**config.mk**
```make
export PLATFORM = sky130hd
export DESIGN_NAME = stream_mux_rr_flat
export DESIGN_NICKNAME = d
export VERILOG_FILES = /design/src/rtl/stream_mux_pkg.sv /design/src/rtl/stream_mux_rr_if.sv /design/src/rtl/stream_mux_rr_arbiter.sv /design/src/rtl/stream_mux_rr.sv /design/src/flat_wrapper.sv
export SDC_FILE = /design/constraint.sdc
export NUM_CORES = 1
export LEC_CHECK = 0
export CORE_ASPECT_RATIO = 1.2
export CORE_MARGIN = 4
export CORE_UTILIZATION = 40
export CTS_BUF_LIST = sky130_fd_sc_hd__clkbuf_8
export CTS_CLUSTER_SIZE = 30
export DETAILED_ROUTE_END_ITERATION = 12
export PLACE_DENSITY = 0.78
export SYNTH_ARGS = -nofsm -noshare
export SYNTH_HDL_FRONTEND = slang
export SYNTH_HIERARCHICAL = 1
export SYNTH_SLANG_ARGS = --single-unit
```
**constraint.sdc**
```tcl
create_clock -name clk -period 2.13 [get_ports clk]
set_clock_uncertainty 0.05 [all_clocks]
set_input_delay 0.213 -clock clk [delete_from_list [all_inputs] [get_ports clk]]
set_output_delay 0.213 -clock clk [all_outputs]
set_load 0.03 [all_outputs]
```
**src/rtl/stream_mux_pkg.sv**
```systemverilog
// Shared types and the round-robin winner helper for the stream multiplexer.
// The helper is written against a fixed maximum width so one copy serves every NCH.
package stream_mux_pkg;

    typedef enum logic {MODE_RR = 1'b0, MODE_FORCED = 1'b1} mux_mode_t;

    localparam int MAX_NCH = 32;

    // Scan from ptr+1 upward with wrap; returns -1 when no channel is valid.
    function automatic int rr_winner(input logic [MAX_NCH-1:0] valid, input int ptr, input int nch);
        int idx;
        rr_winner = -1;
        for (int k = 1; k <= MAX_NCH; k++) begin
            if (k <= nch) begin
                idx = (ptr + k) % nch;
                if (rr_winner < 0 && valid[idx]) begin
                    rr_winner = idx;
                end
            end
        end
    endfunction

endpackage

```
**src/rtl/stream_mux_rr_if.sv**
```systemverilog
// Handshake bundle between N producers, the mux, and one consumer, plus the select controls.
// master = environment side (producers/consumer), slave = the multiplexer.
interface stream_mux_rr_if #(
    parameter int NCH   = 4,
    parameter int WIDTH = 8
);
    import stream_mux_pkg::*;

    localparam int CW = $clog2(NCH);

    mux_mode_t            sel_mode;
    logic [CW-1:0]        sel;
    logic [NCH-1:0]       in_valid;
    logic [NCH-1:0]       in_ready;
    logic [NCH*WIDTH-1:0] in_data;
    logic [NCH-1:0]       in_last;
    logic                 out_valid;
    logic                 out_ready;
    logic [WIDTH-1:0]     out_data;
    logic                 out_last;
    logic [CW-1:0]        out_ch;

    modport master (
        output sel_mode, sel, in_valid, in_data, in_last, out_ready,
        input  in_ready, out_valid, out_data, out_last, out_ch
    );

    modport slave (
        input  sel_mode, sel, in_valid, in_data, in_last, out_ready,
        output in_ready, out_valid, out_data, out_last, out_ch
    );

endinterface

```
**src/rtl/stream_mux_rr_arbiter.sv**
```systemverilog
// Combinational round-robin arbiter: first valid channel after ptr_i wins.
// Pure logic, no state; the caller owns and advances the pointer.
module rr_arbiter
    import stream_mux_pkg::*;
#(
    parameter int NCH = 4,
    parameter int CW  = 2
) (
    input  logic [NCH-1:0] valid_i,
    input  logic [CW-1:0]  ptr_i,
    output logic [NCH-1:0] grant_o,
    output logic [CW-1:0]  idx_o,
    output logic           any_o
);

    logic [MAX_NCH-1:0] valid_ext;
    int                 win;

    always_comb begin
        valid_ext              = '0;
        valid_ext[NCH-1:0]     = valid_i;
        win                    = rr_winner(valid_ext, int'(ptr_i), NCH);
        grant_o                = '0;
        idx_o                  = '0;
        any_o                  = 1'b0;
        for (int i = 0; i < NCH; i++) begin
            if (win == i) begin
                grant_o[i] = 1'b1;
                idx_o      = CW'(i);
                any_o      = 1'b1;
            end
        end
    end

endmodule

```
**src/rtl/stream_mux_rr.sv**
```systemverilog
// N-to-1 registered stream mux, round-robin or forced select; STREAM_MUX_PKT_LOCK_EN holds the grant per packet.
// 1-cycle latency, 1 beat/cycle; in_ready only for the granted channel when the output register can load.
module stream_mux_rr
    import stream_mux_pkg::*;
#(
    parameter int NCH   = 4,
    parameter int WIDTH = 8
) (
    input  logic           clk,
    input  logic           rst_n,
    stream_mux_rr_if.slave bus
);

    localparam int CW = $clog2(NCH);

    logic [NCH-1:0]   rr_grant;
    logic [CW-1:0]    rr_idx;
    logic             rr_any;
    logic [NCH-1:0]   grant;
    logic [CW-1:0]    grant_idx;
    logic [NCH-1:0]   hs_vec;
    logic             load_ok;
    logic             hs;
    logic             hs_last;
    logic [WIDTH-1:0] hs_data;

    logic [CW-1:0]    ptr_q, ptr_d;
    logic             out_valid_q, out_valid_d;
    logic [WIDTH-1:0] out_data_q, out_data_d;
    logic             out_last_q, out_last_d;
    logic [CW-1:0]    out_ch_q, out_ch_d;

`ifdef STREAM_MUX_PKT_LOCK_EN
    logic             lock_vld_q, lock_vld_d;
    logic [CW-1:0]    lock_ch_q, lock_ch_d;
`endif

    rr_arbiter #(.NCH(NCH), .CW(CW)) u_arb (
        .valid_i (bus.in_valid),
        .ptr_i   (ptr_q),
        .grant_o (rr_grant),
        .idx_o   (rr_idx),
        .any_o   (rr_any)
    );

    // A held lock overrides both the round-robin and forced paths.
    always_comb begin
        grant     = '0;
        grant_idx = '0;
        if (bus.sel_mode == MODE_RR) begin
            if (rr_any) begin
                grant     = rr_grant;
                grant_idx = rr_idx;
            end
        end else begin
            grant_idx = bus.sel;
            for (int i = 0; i < NCH; i++) begin
                if (bus.sel == CW'(i)) grant[i] = bus.in_valid[i];
            end
        end
`ifdef STREAM_MUX_PKT_LOCK_EN
        if (lock_vld_q) begin
            grant     = '0;
            grant_idx = lock_ch_q;
            for (int i = 0; i < NCH; i++) begin
                if (lock_ch_q == CW'(i)) grant[i] = bus.in_valid[i];
            end
        end
`endif
    end

    assign load_ok      = !out_valid_q || bus.out_ready;
    assign bus.in_ready = grant & {NCH{load_ok}};
    assign hs_vec       = bus.in_valid & bus.in_ready;
    assign hs           = |hs_vec;
    assign hs_last      = |(hs_vec & bus.in_last);

    always_comb begin
        hs_data = '0;
        for (int i = 0; i < NCH; i++) begin
            if (hs_vec[i]) hs_data = hs_data | bus.in_data[i*WIDTH +: WIDTH];
        end
    end

    always_comb begin
        ptr_d       = ptr_q;
        out_valid_d = out_valid_q;
        out_data_d  = out_data_q;
        out_last_d  = out_last_q;
        out_ch_d    = out_ch_q;
        if (hs) begin
            out_valid_d = 1'b1;
            out_data_d  = hs_data;
            out_last_d  = hs_last;
            out_ch_d    = grant_idx;
            ptr_d       = grant_idx;
        end else if (bus.out_ready) begin
            out_valid_d = 1'b0;
        end
    end

`ifdef STREAM_MUX_PKT_LOCK_EN
    // While locked, grant_idx is the lock channel, so a last beat here always ends the held packet.
    always_comb begin
        lock_vld_d = lock_vld_q;
        lock_ch_d  = lock_ch_q;
        if (hs) begin
            if (!hs_last) begin
                lock_vld_d = 1'b1;
                lock_ch_d  = grant_idx;
            end else if (lock_vld_q) begin
                lock_vld_d = 1'b0;
            end
        end
    end

    always_ff @(posedge clk or negedge rst_n) begin
        if (!rst_n) begin
            lock_vld_q <= 1'b0;
            lock_ch_q  <= '0;
        end else begin
            lock_vld_q <= lock_vld_d;
            lock_ch_q  <= lock_ch_d;
        end
    end
`endif

    always_ff @(posedge clk or negedge rst_n) begin
        if (!rst_n) begin
            ptr_q       <= CW'(NCH - 1);
            out_valid_q <= 1'b0;
            out_data_q  <= '0;
            out_last_q  <= 1'b0;
            out_ch_q    <= '0;
        end else begin
            ptr_q       <= ptr_d;
            out_valid_q <= out_valid_d;
            out_data_q  <= out_data_d;
            out_last_q  <= out_last_d;
            out_ch_q    <= out_ch_d;
        end
    end

    assign bus.out_valid = out_valid_q;
    assign bus.out_data  = out_data_q;
    assign bus.out_last  = out_last_q;
    assign bus.out_ch    = out_ch_q;

endmodule
```
**src/flat_wrapper.sv**
```systemverilog
// flat-port wrapper written by rule: the top's interface ports become plain ports
module stream_mux_rr_flat import stream_mux_pkg::*;
#(
    parameter int NCH   = 4,
    parameter int WIDTH = 8
)
  (clk, rst_n, bus_sel_mode, bus_sel, bus_in_valid, bus_in_data, bus_in_last, bus_out_ready, bus_in_ready, bus_out_valid, bus_out_data, bus_out_last, bus_out_ch);
  stream_mux_rr_if #(.NCH(NCH), .WIDTH(WIDTH)) bus_i ();
  input  logic clk;
  input  logic rst_n;
  input wire logic [$bits(bus_i.sel_mode)-1:0] bus_sel_mode;
  input wire logic [$bits(bus_i.sel)-1:0] bus_sel;
  input wire logic [$bits(bus_i.in_valid)-1:0] bus_in_valid;
  input wire logic [$bits(bus_i.in_data)-1:0] bus_in_data;
  input wire logic [$bits(bus_i.in_last)-1:0] bus_in_last;
  input wire logic [$bits(bus_i.out_ready)-1:0] bus_out_ready;
  output wire logic [$bits(bus_i.in_ready)-1:0] bus_in_ready;
  output wire logic [$bits(bus_i.out_valid)-1:0] bus_out_valid;
  output wire logic [$bits(bus_i.out_data)-1:0] bus_out_data;
  output wire logic [$bits(bus_i.out_last)-1:0] bus_out_last;
  output wire logic [$bits(bus_i.out_ch)-1:0] bus_out_ch;
  assign bus_i.sel_mode = bus_sel_mode;
  assign bus_i.sel = bus_sel;
  assign bus_i.in_valid = bus_in_valid;
  assign bus_i.in_data = bus_in_data;
  assign bus_i.in_last = bus_in_last;
  assign bus_i.out_ready = bus_out_ready;
  assign bus_in_ready = bus_i.in_ready;
  assign bus_out_valid = bus_i.out_valid;
  assign bus_out_data = bus_i.out_data;
  assign bus_out_last = bus_i.out_last;
  assign bus_out_ch = bus_i.out_ch;
  stream_mux_rr #(.NCH(NCH), .WIDTH(WIDTH)) u_core (.clk(clk), .rst_n(rst_n), .bus(bus_i));
endmodule
```
; Word-level counts from Yosys, hierarchy flattened
; Index checks and enable logic that the tools add are counted.
[word_totals]
wordCells = 86
in_bits = 46
register_bits = 14
out_inout_bits = 16
[op_classes]
bitwise_logic = 10
muxes = 40
eq_ne = 6
add_sub_neg = 4
n_reduce_logical = 14
magnitude_cmp = 7
[op_table]
columns = op, n
row1 = $mux W32, 4
row2 = $lt A32 B1 Y1 const B, 3
row3 = $eq A32 B3 Y1 const B, 2
row4 = $eq A32 B2 Y1 const B, 1
row5 = $logic_not A32 Y1, 1
row6 = $mux W8, 4
row7 = $lt A3 B7 Y1 const B, 4
row8 = $or A8 B8 Y8, 3
row9 = $mux W1, 22
row10 = $and A4 B4 Y4, 3
row11 = $bmux W1 S3, 4
row12 = $mux W2, 4
row13 = $mux W4, 2
row14 = $reduce_or A2 Y1, 4
row15 = $reduce_or A4 Y1, 2
row16 = $add A2 B1 Y2 const B, 2
row17 = $add A2 B2 Y2 const B, 2
row18 = $and A1 B1 Y1 const A, 4
row19 = $eq A2 B2 Y1 const B, 2
row20 = $logic_and A1 B1 Y1, 3
row21 = $eq A2 B1 Y1 const B, 1
row22 = $logic_not A2 Y1, 1
row23 = $reduce_bool A2 Y1, 1
row24 = $logic_not A1 Y1, 1
row25 = $logic_or A1 B1 Y1, 1

; Longest topological paths before layout
[depth]
word_depth = 32
depth_mapped = 10
ltp_nobuf = 7

; Cells and area by module
; The synthesis kept the hierarchy.
[modules_own_cells]
columns = module, n_inst, seq_area_each_um2, cells_per_inst, area_per_inst_um2
row1 = stream_mux_rr, 1, 352.8, 160, 1296.2
row2 = rr_arbiter, 1, 0.0, 31, 205.2

; Worst setup path before layout
; Ideal clock, no wire load.
[synth_timing]
kind = register to register
from = register u_core.ptr_q[0]
to = register u_core.out_ch_q[0] (netlist: u_core/bus.out_ch[0])
path_stages_with_launch = 11
path_slack_ps = -239
required_time_ps = 1955
t_arrival_ps = 2194
path_buffers = 3
setup_time_ps = 125
synth_period_minus_slack_ps = 2369
path_cell_list = dfstp_2 buf_4 a21o_2 a21oi_1 o21a_1 nand3b_1 a211oi_1 or4_1 buf_2 buf_6 mux2_4
[synth_between]
word_cells_on_any_way = 55
classes_between = 4 x add/sub / 3 x order compare / 3 x eq/ne / 30 x mux / 6 x bitwise / 9 x reduce/logical
[synth_rtl]
columns = item, line_no
row1 = from (decl), stream_mux_rr.sv:27  ; logic [CW-1:0] ptr_q, ptr_d;
row2 = from (signal assigned), stream_mux_rr.sv:130  ; ptr_q <= CW'(NCH - 1);
row3 = from (signal assigned), stream_mux_rr.sv:136  ; ptr_q <= ptr_d;
row4 = $add A2 B1 Y2, stream_mux_pkg.sv:15  ; idx = (ptr + k) % nch;
row5 = $reduce_or A2 Y1 (no source line), -
row6 = $and A1 B1 Y1 (no source line), -
row7 = $bmux W1 S3, stream_mux_pkg.sv:16  ; if (rr_winner < 0 && valid[idx]) begin
row8 = $mux W1 (not written as such) (2 in a row), stream_mux_pkg.sv:16
row9 = $mux W32, stream_mux_pkg.sv:16
row10 = $lt A32 B1 Y1, stream_mux_pkg.sv:16
row11 = $logic_and A1 B1 Y1, stream_mux_pkg.sv:16
row12 = [... 7 more ...], -
row13 = $eq A32 B2 Y1 *, stream_mux_rr_arbiter.sv:27  ; if (win == i) begin
row14 = $mux W1 *, stream_mux_rr_arbiter.sv:27
row15 = named net u_core.rr_grant[1], stream_mux_rr.sv:16  ; logic [NCH-1:0] rr_grant;
row16 = $mux W4 *, stream_mux_rr.sv:51  ; if (rr_any) begin
row17 = $mux W4 *, stream_mux_rr.sv:50  ; if (bus.sel_mode == MODE_RR) begin
row18 = $and A4 B4 Y4 *, stream_mux_rr.sv:73  ; assign bus.in_ready = grant & {NCH{load_ok}};
row19 = $and A4 B4 Y4 *, stream_mux_rr.sv:74  ; assign hs_vec = bus.in_valid & bus.in_ready;
row20 = $reduce_or A4 Y1 *, stream_mux_rr.sv:75  ; assign hs = |hs_vec;
row21 = to (signal assigned), stream_mux_rr.sv:140  ; out_ch_q <= out_ch_d;
row22 = to (decl), stream_mux_rr.sv:31  ; logic [CW-1:0] out_ch_q, out_ch_d;
; The timed path passes the listed nets; every way through them passes the cells marked *. The select of a mux whose other input is x is not followed.
; A chain may end at the register's enable or synchronous reset.

; Worst setup path in the final report
[layout_timing]
from = input bus_in_valid[3]
to = register u_core.out_last_q (netlist: u_core/bus.out_last)
[layout_between]
elab_chain_cells = 24
word_cells_on_any_way = 41
classes_between = 3 x order compare / 3 x eq/ne / 26 x mux / 3 x bitwise / 6 x reduce/logical
[layout_rtl]
columns = item, line_no
row1 = from (decl), flat_wrapper.sv:13  ; input wire logic [$bits(bus_i.in_valid)-1:0] bus_in_valid;
row2 = $bmux W1 S3, stream_mux_pkg.sv:16
row3 = $mux W1 (not written as such) (2 in a row), stream_mux_pkg.sv:16
row4 = $mux W32, stream_mux_pkg.sv:16
row5 = $lt A32 B1 Y1, stream_mux_pkg.sv:16
row6 = $logic_and A1 B1 Y1, stream_mux_pkg.sv:16
row7 = $mux W32, stream_mux_pkg.sv:16
row8 = $lt A32 B1 Y1, stream_mux_pkg.sv:16
row9 = $logic_and A1 B1 Y1, stream_mux_pkg.sv:16
row10 = [... 8 more ...], -
row11 = $mux W1 *, stream_mux_rr_arbiter.sv:27
row12 = named net u_core.rr_any, stream_mux_rr.sv:18  ; logic rr_any;
row13 = $mux W4 *, stream_mux_rr.sv:51
row14 = $mux W4 *, stream_mux_rr.sv:50
row15 = $and A4 B4 Y4 *, stream_mux_rr.sv:73
row16 = $and A4 B4 Y4 *, stream_mux_rr.sv:74
row17 = $and A4 B4 Y4, stream_mux_rr.sv:76  ; assign hs_last = |(hs_vec & bus.in_last);
row18 = $reduce_or A4 Y1, stream_mux_rr.sv:76
row19 = to (signal assigned), stream_mux_rr.sv:139  ; out_last_q <= out_last_d;
row20 = to (decl), stream_mux_rr.sv:30  ; logic out_last_q, out_last_d;
; Marks and branches as above.

==> flow_results.org <==
** Outcome
- The flow ran to the end, but the final reports show violations.
- Failing checks :: setup timing

** Power
- Ratio of total power to cell area :: 845 nW/µm²
- Max rail drop VDD :: 0.334 mV
- Power comes to 2170 µW.
- The analysis attributes to cell leakage a power of 0.00110 µW.

** Drt
- DRC viols :: 0
- After detailed routing, the total wire length is 4.81 mm.
- Dividing the detail-routed via count by the number of cells gives 5.32.
- Length of the first detailed-routing pass in iterations :: 4
- For this block, the initial DRC count from the detailed router was 99.
- Detailed-route via count :: 1,770
- Dividing the detail-routed wire length by the instance count gives 14.4 µm.
- Number of routed nets with antenna violations :: 0

** Setup path
- CP cell instances :: clkdlybuf4s50_1 > or4_4 > nand3b_1 > buf_4 > buf_2 > a211oi_1 > or4_1 > mux2_2
- The critical path contains buffers and inverters numbering 3 combined.
- Worst R2R Start :: u_core/ptr_q[0]
- The worst setup path is launched from an input pin.
- CP peak stage delay :: 0.53 ns
- At the worst endpoint, the arrival time is 2.46 ns.
- The kind of cell with the highest combined delay along the critical path is simple AND/OR/NAND/NOR gates.
- Critical Path Slowest Stage Cell :: or4_1
- Worst setup path category :: in -> reg
- In this run the worst path has a maximum fanout of 5.
- The worst setup path is captured at a flop.
- Endpoint required time on the critical path :: 2.20 ns
- In this run the worst setup path begins at bus_in_valid[3].

** Yosys
- The Yosys step of the flow raised 6 warnings.
- Net count after synthesis :: 237
- Counting flops and latches in the post-synthesis netlist gives 14.
- Post-synthesis cell count :: 191
- Yosys top cell by area :: a211oi_1
- Area fraction of the dominant cell type after synthesis :: 20.5%
- Leading cell types by total area after synthesis :: a211oi_1, dfrtp_1, nand2_1
- Post-synthesis area per instance :: 7.86 µm²
- In this run, distinct cell masters in the synthesized netlist total 32.
- For this run, the register share of the synthesized area comes to 23.5%.
- Post-synthesis instance area :: 1500 µm²

** Clocking
- CTS Hold Buffers Added :: 0
- Number of buffers created by CTS :: 3
- Clock Root Buffer :: clkbuf_8
- In this run the number of H-tree levels came out at 1.
- TritonCTS built the clock tree.
- CTS saw 14 sinks.
- After clock tree synthesis, the clock-pin slew on the worst setup and hold paths is 0.05 ns.
- Worst-skew pair later-pin latency :: 0.23 ns
- Counting along the longest clock path gives a buffer depth of 2.

** Layout
- The number of antenna diodes in the final layout is 0.
- The layout has 275 filler cells.
- In the final layout, the share of cells above drive strength 1 is 29.5%.
- The library cell used most frequently in the layout, excluding fill and tap cells, is clkdlybuf4s50_1.
- At the end of the flow, the number of nets in the layout was 328.
- Area taken by multi-input logic gates :: 1070 µm²
- Area taken by flip-flops and latches :: 353 µm²
- Relative area change from synthesis to final layout :: 70.8%
- Most used cells in the layout excluding fill and tap cells :: clkdlybuf4s50_1, nand2_1, buf_4
- Leaving out filler cells and counting taps, the final layout contains 333.

** Timing
- Max Slew Vio Count :: 0
- Setup violations remaining at the end of the flow were counted as 18.
- Derived from the worst setup path, the maximum achievable clock frequency is 0.419 GHz.
- Pin slew with the least headroom to its limit :: 0.566 ns
- Unrepaired setup endpoints after global routing :: yes
- The number of endpoints with negative hold slack in the final report is 0.
- Final critical-path share of the clock period :: 112%
- Worst slew margin :: 62.2%
- Subtracting the final worst setup slack from the clock period gives 2.38 ns.
- In the post-route analysis, the smallest setup slack over all paths is -0.254 ns.

** Global routing
- The first global-routing pass estimated 7.72 mm of wire.
- Via count of the first global-routing pass :: 1,699
- Entering global routing, the biggest net connects 24 pins.
- Congestion Overflow GR :: 0
- Antenna violations before repair :: 0
- Overall Global Routing Usage :: 19.7%

** Floorplanning
- Initial cell density of the core :: 41.3%
- Y dimension of the die :: 75.1 µm
- In this run the count of I/O pins placed on the die edge is 62.
- The initialized floorplan defines 24 standard-cell rows.
- The floorplan step defined a die boundary enclosing 4800 µm².
- Std-Cell Core Area :: 3630 µm²
- The die is 63.9 µm wide.

** Job
- Number of max-capacitance violations reported :: 0

** Place
- At the end of routability-driven placement, the weighted congestion stood at 0.870.
- The HPWL after detailed placement is 3.69 mm.
- Once placement completed, the tool counted placed cells totaling 319.
- Buffers placed on the I/O ports in this run total 61.

** Min path
- Worst min path class :: in -> async
synth_stat cells:
master and count:
nand2b_4 1, mux2i_1 1, inv_1 7, dfstp_2 2, nand3_2 1, a211oi_1 41
nand2b_1 2, buf_4 2, a21oi_1 5, or3b_1 1, clkbuf_1 9, a21o_1 2
a21oi_2 1, nand4_1 1, buf_1 1, and2b_1 1, buf_2 7, or4_1 11
a221oi_1 2, or2_2 1, nand2_1 43, nor2b_1 1, a21o_2 1, o21a_1 4
mux2_2 4, mux2_4 9, nand3b_1 6, o221ai_1 1, nor2_1 4, o21ai_0 5
buf_6 2, dfrtp_1 12
cell type report:
class,count,area share (%)
multi-input combinational,149,41.8
timing repair buffer,107,39.1
sequential,14,13.8
tap,52,2.54
clock buffer,3,1.61
inverter,7,1.02
clock inverter,1,0.146
final timing paths:
kind	endpoint	slack [ns]	depth (start not counted)
min	u_core/bus.out_data[1]	0.29	1
max in group asynchronous	u_core/ptr_q[0]	1.36	1
max	u_core/bus.out_last	-0.25	8
max reg2reg	u_core/bus.out_data[4]	-0.23	9
min in group clk	u_core/bus.out_last	0.46	1
min reg2reg	u_core/bus.out_last	0.46	1
worst register-to-register path: cells and delay by family (launching register included):
kind                   cells  cell delay, ns
muxes                      1            0.30
buffers and inverters      2            0.29
DFF                        1            0.57
AOI/OAI and AO/OA          4            0.38
and+or+nand+nor            2            0.65
where the power goes:
group / leakage (µW) / switching [µW] / internal, µW
Combinational: 0.000900 / 678 / 800
Clock: 0.0000269 / 78.7 / 127
Sequential: 0.000177 / 86.3 / 397
Total: 0.00110 / 843 / 1320
routing by layer:
| layer | routed length [µm] | global-route usage [%] | vias up |
|---|---|---|---|
| met5 | 0 | 0 | - |
| met4 | 60 | 6.71 | 0 |
| met3 | 240 | 3.58 | 8 |
| met2 | 2410 | 33.5 | 60 |
| met1 | 2100 | 25.3 | 819 |
| li1 | - | - | 883 |
flip-flops by register name (all words and copies together), names as in the netlist:
name and count:
u_core/bus.out_data 8, u_core/bus.out_valid 1, u_core/bus.out_last 1, u_core/bus.out_ch 2, u_core/ptr_q 2
cells by family (layout without fill, tap and decap cells):
family | Yosys count | after routing | synth area share (%)
flops | 14 | 14 | 23.5
mux | 14 | 14 | 12.7
buf+inv | 28 | 118 | 9.08
simple gates | 73 | 73 | 25.0
compound gates | 62 | 62 | 29.8
through the flow:
step / hold WS, ns / TNS, ns / instance area [µm²] / utilization (%) / worst slack (ns)
2_1_floorplan: -0.133 / -1.74 / 1520 / - / -0.180
3_3_place_gp: 0.442 / -8.32 / 2340 / 64.5 / -0.554
3_5_place_dp: 0.448 / -8.88 / 2340 / 64.5 / -0.592
4_1_cts: 0.305 / -3.12 / 2490 / 68.6 / -0.223
5_1_grt: 0.336 / -5.19 / 2560 / 70.6 / -0.333
6_report: 0.290 / -3.53 / 2560 / 70.6 / -0.254
what timing repair did:
action / 4_1_cts / 5_1_grt
resized for setup: 22 / 9
setup endpoints to repair: 18 / 18
pin swaps: 6 / 7
buffers inserted: 4 / 4
cloned: 1 / 1
Power figures use the tool's default switching activity.
==> RTL edit 1, RTL diff (config.mk and constraints unchanged) <==
`WIDTH` is set to 8 in 3 places; all go to 7.
--- a/src/rtl/stream_mux_rr_if.sv
+++ b/src/rtl/stream_mux_rr_if.sv
@@ -4,3 +4,3 @@
     parameter int NCH   = 4,
-    parameter int WIDTH = 8
+    parameter int WIDTH = 7
 );
--- a/src/rtl/stream_mux_rr.sv
+++ b/src/rtl/stream_mux_rr.sv
@@ -6,3 +6,3 @@
     parameter int NCH   = 4,
-    parameter int WIDTH = 8
+    parameter int WIDTH = 7
 ) (
--- a/src/flat_wrapper.sv
+++ b/src/flat_wrapper.sv
@@ -4,3 +4,3 @@
     parameter int NCH   = 4,
-    parameter int WIDTH = 8
+    parameter int WIDTH = 7
 )
Interface: changed (resized bus_in_data and bus_out_data); port bits go from 62 to 57. The function was not compared with the original's and may differ.
==> RTL edit 1 against the unedited design <==
  * The flow still finishes with violations (negative setup slack)
  * Global-route usage grew 0.72 points
  * Synthesized area shrank 3.9%
  * Combinational power shrank 5%
  * Maximum frequency grew 2.8%
  * Routed wire length grew 1.1%
  * Cell area shrank 3.7%
  * Sequential cell count shrank 1
  * Setup slack gained 0.064 ns
  * Total power shrank 4.1%
  * Final cell count shrank 13%
  * Critical path depth is the same
  * Die area shrank 3.5%
  * Worst hold slack lost 0.019 ns
  * Critical path type is now reg -> reg
==> RTL edit 1: results (changes against the unedited design) <==
Run status
  • Status: finished, violations left
  • Failing checks: negative setup slack

GRT
  • First-pass GRT wire length: 7620 µm (-1.3%)
  • Vias in the first global route: 1,574 (-7.4%)
  • Initial antenna violation count: 0 (unchanged)
  • Largest net degree at the start of global routing: 38 (+58%)
  • Gr usage total: 20.5% (+0.72 points)

Logic synthesis
  • Commonest cells post-synth: 37 x a211oi_1, 35 x nand2_1, 11 x dfrtp_1
  • FFs w/ async S/R, synth: 100% (unchanged)
  • Area contributors post-synth: a211oi_1 19%, dfrtp_1 19%, mux2_4 9.4%, nand2_1 9.1%, or4_1 5.2%
  • Synth cell types: 34 (+6.3%)
  • Post-synthesis mux area share: 12.4% (-0.26 points)
  • Sequential fraction of the synthesis area: 22.7% (-0.78 points)
  • Synth Area in Compound Gates: 29.2% (-0.52 points)
  • Adder-cell share of the synthesized area: 0% (unchanged)
  • Syn Nets: 215 (-9.3%)
  • Synth Flop Type: dfrtp_1

Setup path
  • Critical path's largest stage delay: 0.57 ns (+0.04 ns)
  • Crit path buf inv count: 1 (-2)
  • Setup crit end: u_core/bus.out_data[0]
  • CP max FO: 7 (+2)
  • Reg2reg path depth: 8 (-1)
  • Critical path arrival: 2.39 ns (-0.07 ns)
  • Critical-path top delay cell: dfstp_2
  • Top Family by Delay on Critical Path: simple AND/OR/NAND/NOR gates
  • CP Launch Point: u_core/ptr_q[0]

Clock tree
  • Clk slew on worst S/H paths: 0.05 ns (about the same)
  • Clk_lat worst skew: 0.24 ns
  • Max Root-Sink Buffers: 2 (unchanged)

Detailed routing
  • Via-per-instance ratio: 5.74 (+8.0%)
  • Total Wirelength: 4860 µm (+1.1%)
  • DR DRC count: 0 (unchanged)
  • Drt first-iter violations: 72 (-27%)

Final layout
  • Fraction of layout cells with a size suffix above 1: 32.3% (+2.7 points)
  • Max reg flops: 7 (-1)
  • Net count, final: 297 (-9.5%)
  • ANT cells: 0 (unchanged)
  • Fillers: 255 (-7.3%)

Power and ir drop
  • Clk. pwr: 0.209 mW (+2%)
  • VDD IR max: 0.331 mV (-0.91%)
  • Static Leak: 1.07 nW (-3.1%)
  • Internal Power: 1.23 mW (-6.7%)

Place
  • Post-DP HPWL: 3390 µm (-8.2%)
  • GP Congestion: 0.842 (-3.2%)
  • I/O Buffers: 56 (-8.2%)

STA
  • Setup WS post-layout: -0.190 ns (+0.0642 ns)
  • Total negative slack: -2.65 ns (+0.877 ns)
  • Slew Limit Headroom: 64.5% (+2.3 points)
  • Setup violators final: 17 (-1)
-- RTL edit 1: how the worst min path moves through the flow --
stage                                   to  slack (ns)
floorplan             u_core/bus.out_ch[0]       -0.13
global placement    u_core/bus.out_data[4]        0.45
detailed placement  u_core/bus.out_data[1]        0.45
CTS                   u_core/bus.out_ch[0]        0.28
global route          u_core/bus.out_ch[0]        0.33
finish                u_core/bus.out_ch[0]        0.27
-- RTL edit 1: through the flow --
stage / std cells / power, mW / hold slack [ns] / instance area, µm² / worst slack (ns)
finish: 291 / 2.08 / 0.271 / 2470 / -0.190
global route: 291 / 2.18 / 0.327 / 2470 / -0.253
CTS: 289 / 2.00 / 0.281 / 2390 / -0.174
detailed placement: 279 / 1.64 / 0.455 / 2210 / -0.587
global placement: 279 / 1.61 / 0.449 / 2210 / -0.568
floorplan: 173 / 1.23 / -0.133 / 1490 / -0.233
-- RTL edit 1: kinds of logic (layout without fill, tap and decap cells) --
logic type             after synthesis  in the layout
and+or+nand+nor                     65             65
DFF                                 13             13
AOI/OAI and AO/OA                   58             58
buffers and inverters               24            105
muxes                               13             13
-- RTL edit 1: metal layers --
metal | routed length, µm | vias up | track usage (%)
met4 | 125 | 0 | 10.0
met3 | 321 | 13 | 1.68
met1 | 2080 | 760 | 27.0
met5 | 0 | - | 0
met2 | 2330 | 85 | 33.9
li1 | - | 812 | -
-- RTL edit 1: repair_timing --
item,in CTS,in global routing
endpoints found under the setup margin,17,17
setup buffers,5,1
hold buffers,0,0
gates resized for setup,27,14
gates cloned,1,1
pin swaps,5,8
-- RTL edit 1: area by class of cell --
cell class	instances	area share, %
well taps	37	1.88
flip-flops and latches	13	13.3
repair buffers	94	37.5
multi-input cells	136	44.5
clock inverters	1	0.152
clock buffers	3	1.67
inverters	7	1.06
==> RTL edit 2, RTL diff (config.mk and constraints unchanged) <==
Made on the original files. Take the reset off `out_data_q` and load it in a clocked block of its own.
--- a/src/rtl/stream_mux_rr.sv
+++ b/src/rtl/stream_mux_rr.sv
@@ -131,3 +131,2 @@
             out_valid_q <= 1'b0;
-            out_data_q  <= '0;
             out_last_q  <= 1'b0;
@@ -137,3 +136,2 @@
             out_valid_q <= out_valid_d;
-            out_data_q  <= out_data_d;
             out_last_q  <= out_last_d;
@@ -141,2 +139,6 @@
         end
+    end
+
+    always_ff @(posedge clk) begin
+        out_data_q <= out_data_d;
     end
Behaviour: not the same (Yosys sat finds a counterexample within 4 cycles, from zero or initial values and one cycle with rst_n low).
==> RTL edit 2 against the unedited design <==
  * The flow still finishes with violations (negative setup slack)
  * Sequential cell count unchanged
  * Combinational power down 31%
  * Setup slack improved by 0.094 ns
  * Total power shrank 22%
  * First-iteration DRC count fell by 47%
  * Die area decreased by 20%
  * Cell area shrank 19%
  * Synthesized area shrank 23%
  * Routed wire length fell by 20%
==> RTL edit 2: results (changes against the unedited design) <==
STA
  • Worst Hold Margin: 0.171 ns (-0.119 ns)
  • Setup WS post-layout: -0.160 ns (+0.0940 ns)
  • Slew Limit Headroom: 77.7% (+15 points)
  • Total negative slack: -2.17 ns (+1.36 ns)
  • Setup violators final: 23 (+5)

Final layout
  • Net count, final: 255 (-22%)
  • Layout Cells excl Fill: 242 (-27%)
  • Fraction of layout cells with a size suffix above 1: 27.4% (-2.1 points)
  • ANT cells: 0 (unchanged)

Logic synthesis
  • Synth cell types: 38 (+19%)
  • Area contributors post-synth: edfxtp_1 21%, a22oi_1 10%, dfrtp_1 8.6%, a211oi_4 6.9%, nand2_1 4.9%
  • Post-synth EDFFs: 8 (+8)
  • Syn Nets: 163 (-31%)
  • Synth Area in Compound Gates: 32.9% (+3.1 points)
  • Synth Flop Type: edfxtp_1
  • Commonest cells post-synth: 16 x a22oi_1, 15 x nand2_1, 8 x edfxtp_1, 8 x inv_1
  • Sequential fraction of the synthesis area: 33.9% (+10 points)
  • Post-synthesis mux area share: 6.05% (-6.6 points)
  • FFs w/ async S/R, synth: 42.9% (-57 points)
  • Syn avg cell area: 9.89 µm² (+26%)

Detailed routing
  • DR WL/cell: 16.0 µm (+11%)
  • DR WL met2: 2230 µm (-7.1%)
  • Met1 wire length: 1390 µm (-34%)
  • WL met3: 210 µm (-13%)
  • Via-per-instance ratio: 5.38 (+1.1%)

GRT
  • M2 GR Usage: 40.4% (+6.9 points)
  • Gr usage total: 19.6% (-0.11 points)
  • Global routing usage on met3: 2.33% (-1.3 points)
  • First-pass GRT wire length: 5870 µm (-24%)
  • Largest net degree at the start of global routing: 14 (-42%)
  • Met1 Use GR: 20.1% (-5.2 points)
  • Vias in the first global route: 1,297 (-24%)

Place
  • Post-DP HPWL: 3210 µm (-13%)
  • GP Congestion: 0.884 (+1.6%)
  • Dpl cell area: 0.00199 mm² (-15%)
  • I/O Buffers: 61 (unchanged)
  • Worst slack, placed: -0.465 ns (+0.127 ns)

Clock tree
  • Post-CTS sizing: 13 (-41%)
  • Setup Buffers After CTS: 3 (-1)
  • Max Root-Sink Buffers: 2 (unchanged)

Run status
  • Failing checks: negative setup slack
  • Status: finished, violations left

Setup path
  • Critical-path top delay cell: dfstp_2
  • Top Family by Delay on Critical Path: compound AO/OA/AOI/OAI gates
  • CP Launch Point: u_core/ptr_q[0]
  • CP max FO: 7 (+2)
  • Critical path's largest stage delay: 0.58 ns (+0.05 ns)
  • Endpoint of the worst register-to-register path: u_core/bus.out_ch[0]

Power and ir drop
  • Static Leak: 0.869 nW (-21%)
==> RTL edit 2: cell types whose count changed in the layout (fill, tap and decap cells not counted), sizes merged, moves of 2 or more <==
cell,before,now
a22oi,0,16
dfrtp,12,4
a211oi,41,9
edfxtp,0,8
o21a,4,2
or4,11,2
nor2,4,2
mux2,13,5
buf,50,35
a22o,0,2
nand2,43,15
==> RTL edit 2: report_power, final <==
part / switching [mW] / internal (mW) / total [mW]
Combinational: 0.500 / 0.524 / 1.02
Sequential: 0.0587 / 0.405 / 0.463
Clock: 0.0830 / 0.127 / 0.210
Total: 0.641 / 1.06 / 1.70
==> RTL edit 2: cell type report <==
cell class	instances	area, µm²
Tap cell	34	42.5
Clock buffer	3	41.3
Clock inverter	1	3.75
Multi-Input combinational cell	90	719
Fill cell	213	699
Inverter	8	32.5
Sequential cell	14	393
Timing Repair Buffer	92	853
